### config.mk
export PLATFORM = sky130hd
export DESIGN_NAME = instruction_ram_loader
export DESIGN_NICKNAME = d
export VERILOG_FILES = /design/src/rtl/instruction_ram_loader.sv
export SDC_FILE = /design/constraint.sdc
export NUM_CORES = 1
export LEC_CHECK = 0
export CORE_UTILIZATION = 50
export DETAILED_ROUTE_END_ITERATION = 8
export GPL_ROUTABILITY_DRIVEN = 0
export GPL_TIMING_DRIVEN = 1
export PLACE_DENSITY_LB_ADDON = 0.3
export SETUP_SLACK_MARGIN = 0.1
export SYNTH_ARGS = -nofsm -noshare
export SYNTH_HDL_FRONTEND = slang
export SYNTH_SLANG_ARGS = --single-unit
### constraint.sdc
create_clock -name clock -period 2.1 [get_ports clock]
set_input_delay 0.42 -clock clock [delete_from_list [all_inputs] [get_ports clock]]
set_output_delay 0.42 -clock clock [all_outputs]
set_load 0.03 [all_outputs]
### src/rtl/instruction_ram_loader.sv
// instruction_ram_loader: receives a framed big-endian program image one byte at a time,
// writes each assembled 32-bit word into instruction RAM from address 0, stalls the CPU
// while loading and reports done (good checksum) or error (bad count or checksum).
module instruction_ram_loader #(
    parameter int unsigned MAX_WORDS = 83
) (
    input  logic        clock,
    input  logic        resetN,
    input  logic        start,
    input  logic [7:0]  byteIn,
    input  logic        byteValid,
    output logic        byteReady,
    output logic        wrEnable,
    output logic [9:0]  wrAddress,
    output logic [31:0] wrData,
    output logic        cpuHold,
    output logic        loadDone,
    output logic        loadError
);

    typedef enum logic [2:0] {
        StIdle,
        StHdrHi,
        StHdrLo,
        StData,
        StWrite,
        StCheck,
        StDone,
        StError
    } state_e;

    state_e      state_q, state_d;
    logic [7:0]  count_hi_q, count_hi_d;
    logic [9:0]  count_q, count_d;
    logic [7:0]  checksum_q, checksum_d;
    logic [1:0]  byte_idx_q, byte_idx_d;
    logic [23:0] word_q, word_d;        // first three bytes of the word being assembled
    logic [9:0]  word_idx_q, word_idx_d;
    logic [9:0]  wr_address_q, wr_address_d;
    logic [31:0] wr_data_q, wr_data_d;
    logic        cpu_hold_q, cpu_hold_d;
    logic        load_done_q, load_done_d;
    logic        load_error_q, load_error_d;

    logic        transfer;
    logic [9:0]  hdr_count;
    logic        hdr_bad;

    assign transfer  = byteValid & byteReady;
    assign hdr_count = {count_hi_q[1:0], byteIn};
    assign hdr_bad   = (count_hi_q[7:2] != 6'd0) || (hdr_count == 10'd0) ||
                       (32'(hdr_count) > MAX_WORDS);

    assign wrAddress = wr_address_q;
    assign wrData    = wr_data_q;
    assign cpuHold   = cpu_hold_q;
    assign loadDone  = load_done_q;
    assign loadError = load_error_q;

    // Next-state logic, byte handshake and write strobe
    always_comb begin
        state_d      = state_q;
        count_hi_d   = count_hi_q;
        count_d      = count_q;
        checksum_d   = checksum_q;
        byte_idx_d   = byte_idx_q;
        word_d       = word_q;
        word_idx_d   = word_idx_q;
        wr_address_d = wr_address_q;
        wr_data_d    = wr_data_q;
        load_done_d  = load_done_q;
        load_error_d = load_error_q;
        byteReady    = 1'b0;
        wrEnable     = 1'b0;

        unique case (state_q)
            StIdle, StDone, StError: begin
                if (start) begin
                    state_d      = StHdrHi;
                    load_done_d  = 1'b0;
                    load_error_d = 1'b0;
                    checksum_d   = 8'd0;
                    word_idx_d   = 10'd0;
                    byte_idx_d   = 2'd0;
                end
            end
            StHdrHi: begin
                byteReady = 1'b1;
                if (transfer) begin
                    count_hi_d = byteIn;
                    state_d    = StHdrLo;
                end
            end
            StHdrLo: begin
                byteReady = 1'b1;
                if (transfer) begin
                    if (hdr_bad) begin
                        state_d      = StError;
                        load_error_d = 1'b1;
                    end else begin
                        count_d = hdr_count;
                        state_d = StData;
                    end
                end
            end
            StData: begin
                byteReady = 1'b1;
                if (transfer) begin
                    checksum_d = checksum_q + byteIn;
                    byte_idx_d = byte_idx_q + 2'd1;
                    word_d     = {word_q[15:0], byteIn};
                    if (byte_idx_q == 2'd3) begin
                        wr_data_d    = {word_q, byteIn};
                        wr_address_d = word_idx_q;
                        state_d      = StWrite;
                    end
                end
            end
            StWrite: begin
                wrEnable   = 1'b1;
                word_idx_d = word_idx_q + 10'd1;
                state_d    = (word_idx_q + 10'd1 == count_q) ? StCheck : StData;
            end
            StCheck: begin
                byteReady = 1'b1;
                if (transfer) begin
                    if (byteIn == checksum_q) begin
                        state_d     = StDone;
                        load_done_d = 1'b1;
                    end else begin
                        state_d      = StError;
                        load_error_d = 1'b1;
                    end
                end
            end
            default: state_d = StIdle;
        endcase

        // Hold tracks the state being entered so it rises with the first header state
        cpu_hold_d = !(state_d inside {StIdle, StDone, StError});
    end

    // State and datapath registers
    always_ff @(posedge clock or negedge resetN) begin
        if (!resetN) begin
            state_q      <= StIdle;
            count_hi_q   <= 8'd0;
            count_q      <= 10'd0;
            checksum_q   <= 8'd0;
            byte_idx_q   <= 2'd0;
            word_q       <= 24'd0;
            word_idx_q   <= 10'd0;
            wr_address_q <= 10'd0;
            wr_data_q    <= 32'd0;
            cpu_hold_q   <= 1'b0;
            load_done_q  <= 1'b0;
            load_error_q <= 1'b0;
        end else begin
            state_q      <= state_d;
            count_hi_q   <= count_hi_d;
            count_q      <= count_d;
            checksum_q   <= checksum_d;
            byte_idx_q   <= byte_idx_d;
            word_q       <= word_d;
            word_idx_q   <= word_idx_d;
            wr_address_q <= wr_address_d;
            wr_data_q    <= wr_data_d;
            cpu_hold_q   <= cpu_hold_d;
            load_done_q  <= load_done_d;
            load_error_q <= load_error_d;
        end
    end

endmodule

## Word-level counts from Yosys, hierarchy flattened

Index checks and enable logic that the tools add are counted.
Widths: inputs -> output; s select.

- Equal/unequal tests: 19
- Order comparisons: 1
- Add/subtract/negate cells: 3
- Bitwise gates (word level): 2
- Reductions and logical operators: 22
- Muxes and demuxes: 29

Operators by type and width:

| cell | number |
|---|---|
| $mux 3 | 8 |
| $pmux 10 s2 | 1 |
| $eq 3x3->1 const B | 6 |
| $pmux 3 s6 | 1 |
| $mux 8 | 2 |
| $pmux 8 s2 | 1 |
| $ne 2x2->1 const B | 7 |
| $add 10x1->10 const B | 1 |
| $eq 10x10->1 | 1 |
| $gt 10x7->1 const B | 1 |
| $logic_not 10->1 | 1 |
| $mux 1 | 10 |
| $mux 10 | 1 |
| $reduce_and 3->1 | 3 |
| $add 8x8->8 | 1 |
| $eq 8x8->1 | 1 |
| $eq 3x2->1 const B | 2 |
| $logic_not 3->1 | 2 |
| $reduce_and 2->1 | 3 |
| $reduce_and 6->1 | 1 |
| $reduce_bool 2->1 | 3 |
| $reduce_bool 3->1 | 2 |
| $reduce_bool 6->1 | 1 |
| $mux 2 | 2 |
| 13 further kinds | 14 |

- Input port bits: 12
- Word-level logic and storage cells: 88
- Register bits after elaboration: 110
- Output and inout bits: 47

## Longest topological paths before layout

Gate-level depths: netlist (run 1).

- Word-level depth: 9
- Gate-level depth with buffers: 8
- Gate-level depth less buffers: 8

## Worst setup path after synthesis (run 1)

OpenSTA, ideal clock, no wires.

- Path kind: register -> register
- From: register state_q[1]
- To: register count_q[3]
- Path slack: 0.001 ns
- Arrival: 1.974 ns
- Stages on the path, launching flop included: 8
- Data required time: 1.975 ns
- Setup time: 0.125 ns
- Buffers on the path: 2
- Clock period less this slack: 2.099 ns
- Cells stage by stage: dfrtp_1 -> buf_2 -> nor2_1 -> a21oi_1 -> and4bb_1 -> nor2b_4 -> buf_6 -> mux2_4

- Cells in the longest elaborated chain, start to end: 5
- Elaborated cells between the ends (all ways): 8

RTL lines:

| element | RTL line | source |
|---|---|---|
| from (decl) | 32 | `state_e state_q, state_d;` |
| from (signal assigned) | 146 | `state_q <= StIdle;` |
| from (signal assigned) | 159 | `state_q <= state_d;` |
| $eq 3x3->1, or another cell as far along | 76 | `unique case (state_q)` |
| $reduce_or 4->1 (no source line) * | n/a |  |
| $mux 1 * | 76 |  |
| via byteReady | 12 | `output logic byteReady,` |
| $and 1x1->1 * | 49 | `assign transfer = byteValid & byteReady;` |
| $reduce_and 3->1 (no source line) * | n/a |  |
| to (signal assigned) | 161 | `count_q <= count_d;` |
| to (decl) | 34 | `logic [9:0] count_q, count_d;` |

Mark *: on every way through the listed nets, which the timed path passes. The rest lies on a longest branch.
A chain may end at the register's enable or synchronous reset.

## Worst setup path in the final report (run 1)

- From: register checksum_q[1]
- To: register checksum_q[7]

- Cells in the longest elaborated chain, start to end: 3

RTL lines:

| element | RTL line | source |
|---|---|---|
| from (decl) | 35 | `logic [7:0] checksum_q, checksum_d;` |
| from (signal assigned) | 162 | `checksum_q <= checksum_d;` |
| $add 8x8->8 | 109 | `checksum_d = checksum_q + byteIn;` |
| $mux 8 | 108 | `if (transfer) begin` |
| $pmux 8 s2 | 76 |  |

No other way between the ends. The select of a mux whose other input is x is not followed.

==> results of run 1 <==
power by group:
group	switching (mW)	internal, mW
registers	0.457	2.80
clock network	0.820	0.481
logic	1.80	1.63
metrics by stage:
stage          setup WS [ps]  hold slack, ps  utilization, %
6_report                 128            36.6            66.5
5_1_grt                 42.4            67.5            66.5
4_1_cts                 80.6            46.5            65.7
3_5_place_dp            -478             465            63.2
3_3_place_gp            -337             457            63.2
2_1_floorplan            133             124               -
cells in the final DEF (no fill, tap or decap), types with 5 or more instances in the layout:
cell / instances
o21ai_0: 23
nor2b_1: 6
clkbuf_8: 9
mux2_2: 50
buf_4: 61
ha_1: 5
nand3_1: 13
dfrtp_1: 107
xnor2_1: 14
o31ai_1: 5
clkdlybuf4s50_1: 48
xor2_1: 6
inv_1: 7
buf_12: 5
a21oi_1: 5
nand2_1: 98
nor2_1: 16
worst register-to-register path, delay by kind of cell, from the launching register on:
family	cells	cell delay, ps
AOI/OAI and AO/OA	4	810
DFF	1	420
adders and majority gates	1	320
xor gates and xnor gates	1	220
and+or+nand+nor	1	90
state kept, by name, summed over array words and instances (netlist names), 2 cells and up:
signal,flops
byte_idx_q,2
checksum_q,8
count_hi_q,8
count_q,10
state_q,3
word_idx_q,10
word_q,24
wrAddress,10
wrData,32
how the worst max path moves through the flow:
stage	from	to	cells past startpoint
6_report	checksum_q[1]	checksum_q[7]	7
5_1_grt	checksum_q[1]	checksum_q[7]	7
4_1_cts	byteIn[2]	checksum_q[7]	7
3_5_place_dp	byteIn[1]	checksum_q[7]	7
3_3_place_gp	byteIn[0]	count_q[1]	7
2_1_floorplan	byteIn[0]	checksum_q[6]	8
synthesized netlist by cell type, types with 4 or more instances:
cell      instances
nor2_1           17
a22o_1            4
mux2_4            4
buf_2            10
a21oi_1           8
dfrtp_1         110
xor2_1            6
nor2b_1           6
ha_1              9
inv_1             7
nor3_1            5
xnor2_1          14
o31ai_1           6
nand2_1          99
nand3_1          13
mux2_2           50
o21ai_0          23
clkbuf_1          9
repair_timing:
item | CTS | global route
setup buffers | 1 | 2
resized for setup | 8 | 19
cloned | 1 | 0
pin swaps | 1 | 5
endpoints found under the setup margin | 9 | 14
cells by family (layout without fill, tap and decap cells):
group                      after synthesis  in the layout
and+or+nand+nor                        159            160
DFF                                    110            110
AOI/OAI and AO/OA                       63             63
muxes                                   59             59
buffers and inverters                   29            144
xor gates and xnor gates                20             20
adders and majority gates               10             10
metal layers:
layer  wire length [um]  share of wire (%)
met1               4970                 46
met2               5230                 48
met3                383                3.5
met4                223                2.1
met5                  0                  0
area by class of cell:
type	instances	share of cell area (%)
multi-input cells	312	34.0
repair buffers	121	17.2
inverters	7	0.406
flip-flops and latches	110	42.6
clock inverters	7	1.28
clock buffers	9	1.91
well taps	133	2.57
==> impl_metrics.toml, run 1 <==
[status]
status = "complete, no violations"

[sta]
tightest_slew_ps = 886
grt_setup_unrepaired = "yes"
hold_violations = 0
fin_crit_sh_pct = 93.9
fin_skew_ps = 19.1
final_max_slew_viol_count = 0
fmax_mhz = 507
fin_crit_ps = 1970
tns_ps = 0
relSlewSlack_pct = 40.9
setup_viol = 0

[clock_tree]
clk_latency_ps = 390
cts_sinks = 110
cts_htree_levels = 3
root_buffer = "clkbuf_8"
cts_tree = "done"
path_clk_slew_ps = 120
clock_path_buffers = 2
cts_buffers = 9
cts_hold_buffers = 0

[drt]
vias = 3707
wl_per_cell_um = 15.5
ant_nets = 0
drc = 0
drt_first_pass_iters = 4
drt_iter0_drc = 145
drt-total-wl_mm = 10.8
viasPerCell = 5.30

[synth]
yosys.area.top_type = "dfrtp_1"
yosysSeqAreaShare_pct = 55.1
yosys.area_share.simple_pct = 14.2
synthAdderAreaFrac_pct = 2.66
synth_area_leaders = "dfrtp_1 (55%), mux2_2 (11%), nand2_1 (7.4%)"
synthMuxAreaShare_pct = 13.6
syn-num-nets = 472
synthXorXnorAreaFrac_pct = 3.51
synth_compound_area_share_pct = 8.37
yosys_warnings = 0
synth_edf_count = 0
avgSynthCellArea_um2 = 11.1
synth_cells = 450
synth_top_family_by_area = "simple AND/OR/NAND/NOR gates"
ys_ff_latch = 110
synth-main-ff-cell = "dfrtp_1"
synth_area_mm2 = 0.00499
synth_top_area_share_pct = 55.1
synthArstFlopShare_pct = 100
synthDistinctLibCells = 51

[grt]
grt.total_usage_pct = 22.2
met1_usage_pct = 30.1
antenna_found_initial = 0
grt_remaining_overflow = 0
grt_first_pass_wirelength_mm = 17.7
top_usage_layer = "met2"
first_global_vias = 3674
grt_max_degree = 81
use_met3_pct = 3.35
grtUsageMet2_pct = 35.2

[critical_path]
reg2regPathDepth = 7
end_kind = "flop"
critPathRequiredTime_ps = 2380
cp_top_family = "compound AO/OA/AOI/OAI gates"
cp-start-kind = "flop"
worst_path_max_delay_cell = "dfrtp_1"
reg2reg_from = "checksum_q[1]"
r2r-end = "checksum_q[7]"
critPathMaxFanout = 3
cp.arrival_ps = 2250
crit_buf_inv = 0
rrSetupSlack_ps = 130
crit_type = "reg -> reg"
cp_slowest_stage_delay_ps = 420
crit_chain = "ha_1 -> a21oi_2 -> o211ai_1 -> o41ai_2 -> xor2_1 -> nand3_1 -> o311ai_1"

[floorplan]
die_w_um = 102
io_pins = 59
fp.dieH_um = 102
rows = 36
design.core.area_mm2 = 0.00973
initial_utilization_pct = 51.3
dieArea_mm2 = 0.0104

[final_layout]
seqCellArea_mm2 = 0.00276
final_cell_count_no_fill = 699
area_growth_pct = 29.6
drive_gt1_share_pct = 28.6
multi_input_area_mm2 = 0.00220
nFillCells = 785
design_area_mm2 = 0.00647
final_net_count = 583
n_antenna_cell = 0

[power]
power.leakage_nw = 3.10
powerDensity_mw_per_mm2 = 1230
power.total_mw = 7.99
vdd.ir_drop.worst_mv = 0.992

[hold_path]
hold_class = "in -> async"

[place]
placed_cell_area_mm2 = 0.00615
dp_hpwl_mm = 7.44
dp.cells = 679
port_buffers = 58

[job]
max_cap_viol_count = 0
Note: power is estimated with default switching activity, not from simulation.
==> run 2, diff against run 1 <==
Settings changed: ABC_CLOCK_PERIOD_IN_PS set to 2100, CTS_BUF_LIST set to sky130_fd_sc_hd__clkbuf_8.
==> results of run 2 <==
Same layout as run 1: the final DEF is identical, and so are final timing and power.
==> run 3, diff against run 2 <==
Settings changed: CORE_MARGIN set to 2, SLEW_MARGIN set to 20, TNS_END_PERCENT set to 50.
==> impl_metrics.toml, run 3 (synthesis results as in run 1) <==
[final_layout]
seqCellArea_mm2 = 0.00276
n_antenna_cell = 0
area_growth_pct = 30.7
final_cell_count_no_fill = 696
drive_gt1_share_pct = 29.1
largest_register_ffs = 32
final_common_cell = "dfrtp_1"
multi_input_area_mm2 = 0.00227
final_net_count = 580
final_cell_mix = "dfrtp_1 (106), nand2_1 (98), buf_4 (56)"
nFillCells = 766

[critical_path]
end_kind = "flop"
cp.arrival_ps = 2230
endpoint = "state_q[1]"
reg2reg_from = "word_idx_q[0]"
critPathRequiredTime_ps = 2360
rrSetupSlack_ps = 130
crit_type = "reg -> reg"
reg2regPathDepth = 7
r2r-end = "state_q[1]"
cp-start-kind = "flop"
crit_path_start = "word_idx_q[0]"
critPathMaxFanout = 5

[sta]
fin_skew_ps = 14.0
tightest_slew_ps = 581
tns_ps = 0
relSlewSlack_pct = 61.3
fin_crit_ps = 1970
hold_violations = 0
fmax_mhz = 509
fin_crit_sh_pct = 93.6
grt_setup_unrepaired = "yes"
final_max_slew_viol_count = 0
setup_viol = 0

[job]
max_cap_viol_count = 0

[floorplan]
dieArea_mm2 = 0.0108
initial_utilization_pct = 51.3
die_w_um = 104
rows = 36
io_pins = 59
fp.dieH_um = 104
design.core.area_mm2 = 0.00973

[place]
port_buffers = 58
dp_hpwl_mm = 7.55
dp.cells = 672

[power]
switching_share_pct = 38.7
p_int_mw = 4.96
pwr-share-comb_pct = 43.4
vdd.ir_drop.worst_mv = 0.659
power.leakage_nw = 3.08
powerDensity_mw_per_mm2 = 1240
power_switching_mw = 3.14
clkPwrFrac_pct = 16.0
seqPwrFrac_pct = 40.6

[drt]
drt_first_pass_iters = 4
ant_nets = 0
drt-total-wl_mm = 11.1
viasPerCell = 5.34
drc = 0
drt_iter0_drc = 177
vias = 3715
wl_per_cell_um = 15.9

[grt]
antenna_found_initial = 0
first_global_vias = 3676
grt_first_pass_wirelength_mm = 18.1
grt_max_degree = 49
grt_remaining_overflow = 0
grt.total_usage_pct = 20.6

[status]
status = "complete, no violations"

[clock_tree]
cts_sinks = 110
cts_htree_levels = 3
cts_tree = "done"
cts_buffers = 9
clk_latency_ps = 380
clock_path_buffers = 2
path_clk_slew_ps = 120
root_buffer = "clkbuf_8"

[hold_path]
worstHoldStart = "byteIn[6]"
hold_class = "in -> reg"
==> run 3: cell types whose count changed in the layout (fill, tap and decap cells not counted), sizes merged <==
cell          previous run  this run
buf                     66        62
clkinv                   2         1
dlygate4sd2              3         4
dlygate4sd3              0         1
dlymetal6s2s             4         3
inv                     11        12
==> run 3: what timing repair did <==
item,in CTS,in global routing
gates resized for setup,15,25
hold endpoints to repair,24,0
gates cloned,1,0
endpoints found under the setup margin,15,19
pin swaps,1,14
setup buffers,0,6
hold buffers,1,0
==> run 3: per-stage QoR <==
stage	instance area, um2	worst slack (ps)	total power, mW	hold WS, ps	utilization, %
floorplan	5000	133	5.18	124	-
global placement	6100	-330	6.42	371	62.7
detailed placement	6100	-485	6.55	373	62.7
CTS	6360	57.9	7.92	495	65.3
global route	6520	12.3	8.59	442	67.0
finish	6520	134	8.10	448	67.0
==> run 3: worst max-delay path: stages (launching register included) <==
cell and delay, ps:
dfrtp_2 440, buf_6 140, nand3_4 100, or3_4 390
o211ai_2 160, o211a_1 170, o211ai_1 140, a211o_1 320
==> run 3: how the worst min path moves through the flow <==
stage / slack, ps / cells past startpoint / to
global placement: 370 / 1 / cpuHold
detailed placement: 370 / 1 / cpuHold
finish: 450 / 2 / wrData[6]
floorplan: 120 / 0 / byte_idx_q[0]
global route: 440 / 2 / wrData[6]
CTS: 500 / 2 / loadDone
==> run 3: layout make-up <==
cell class | count | share of cell area (%)
Clock buffer | 9 | 1.90
Clock inverter | 7 | 1.23
Inverter | 7 | 0.403
Multi-Input combinational cell | 312 | 34.9
Sequential cell | 110 | 42.3
Tap cell | 133 | 2.55
Timing Repair Buffer | 118 | 16.8
==> run 3: layer usage <==
layer  global-route usage [%]  wire length (um)  up-vias  part of all wire (%)
li1                         -                 -     1772                     -
met4                     7.63               172        0                   1.6
met3                     2.82               456       17                   4.1
met5                        0                 0        -                     0
met2                     33.0              5510       96                    50
met1                     28.8              4950     1830                    45
==> run 3: power groups by stage <==
stage | sequential [mW] | combinational [mW] | clock (mW)
floorplan | 3.64 | 1.54 | 0
global placement | 3.25 | 3.17 | 0
detailed placement | 3.28 | 3.27 | 0
CTS | 3.25 | 3.34 | 1.32
global route | 3.38 | 3.81 | 1.41
finish | 3.28 | 3.52 | 1.29
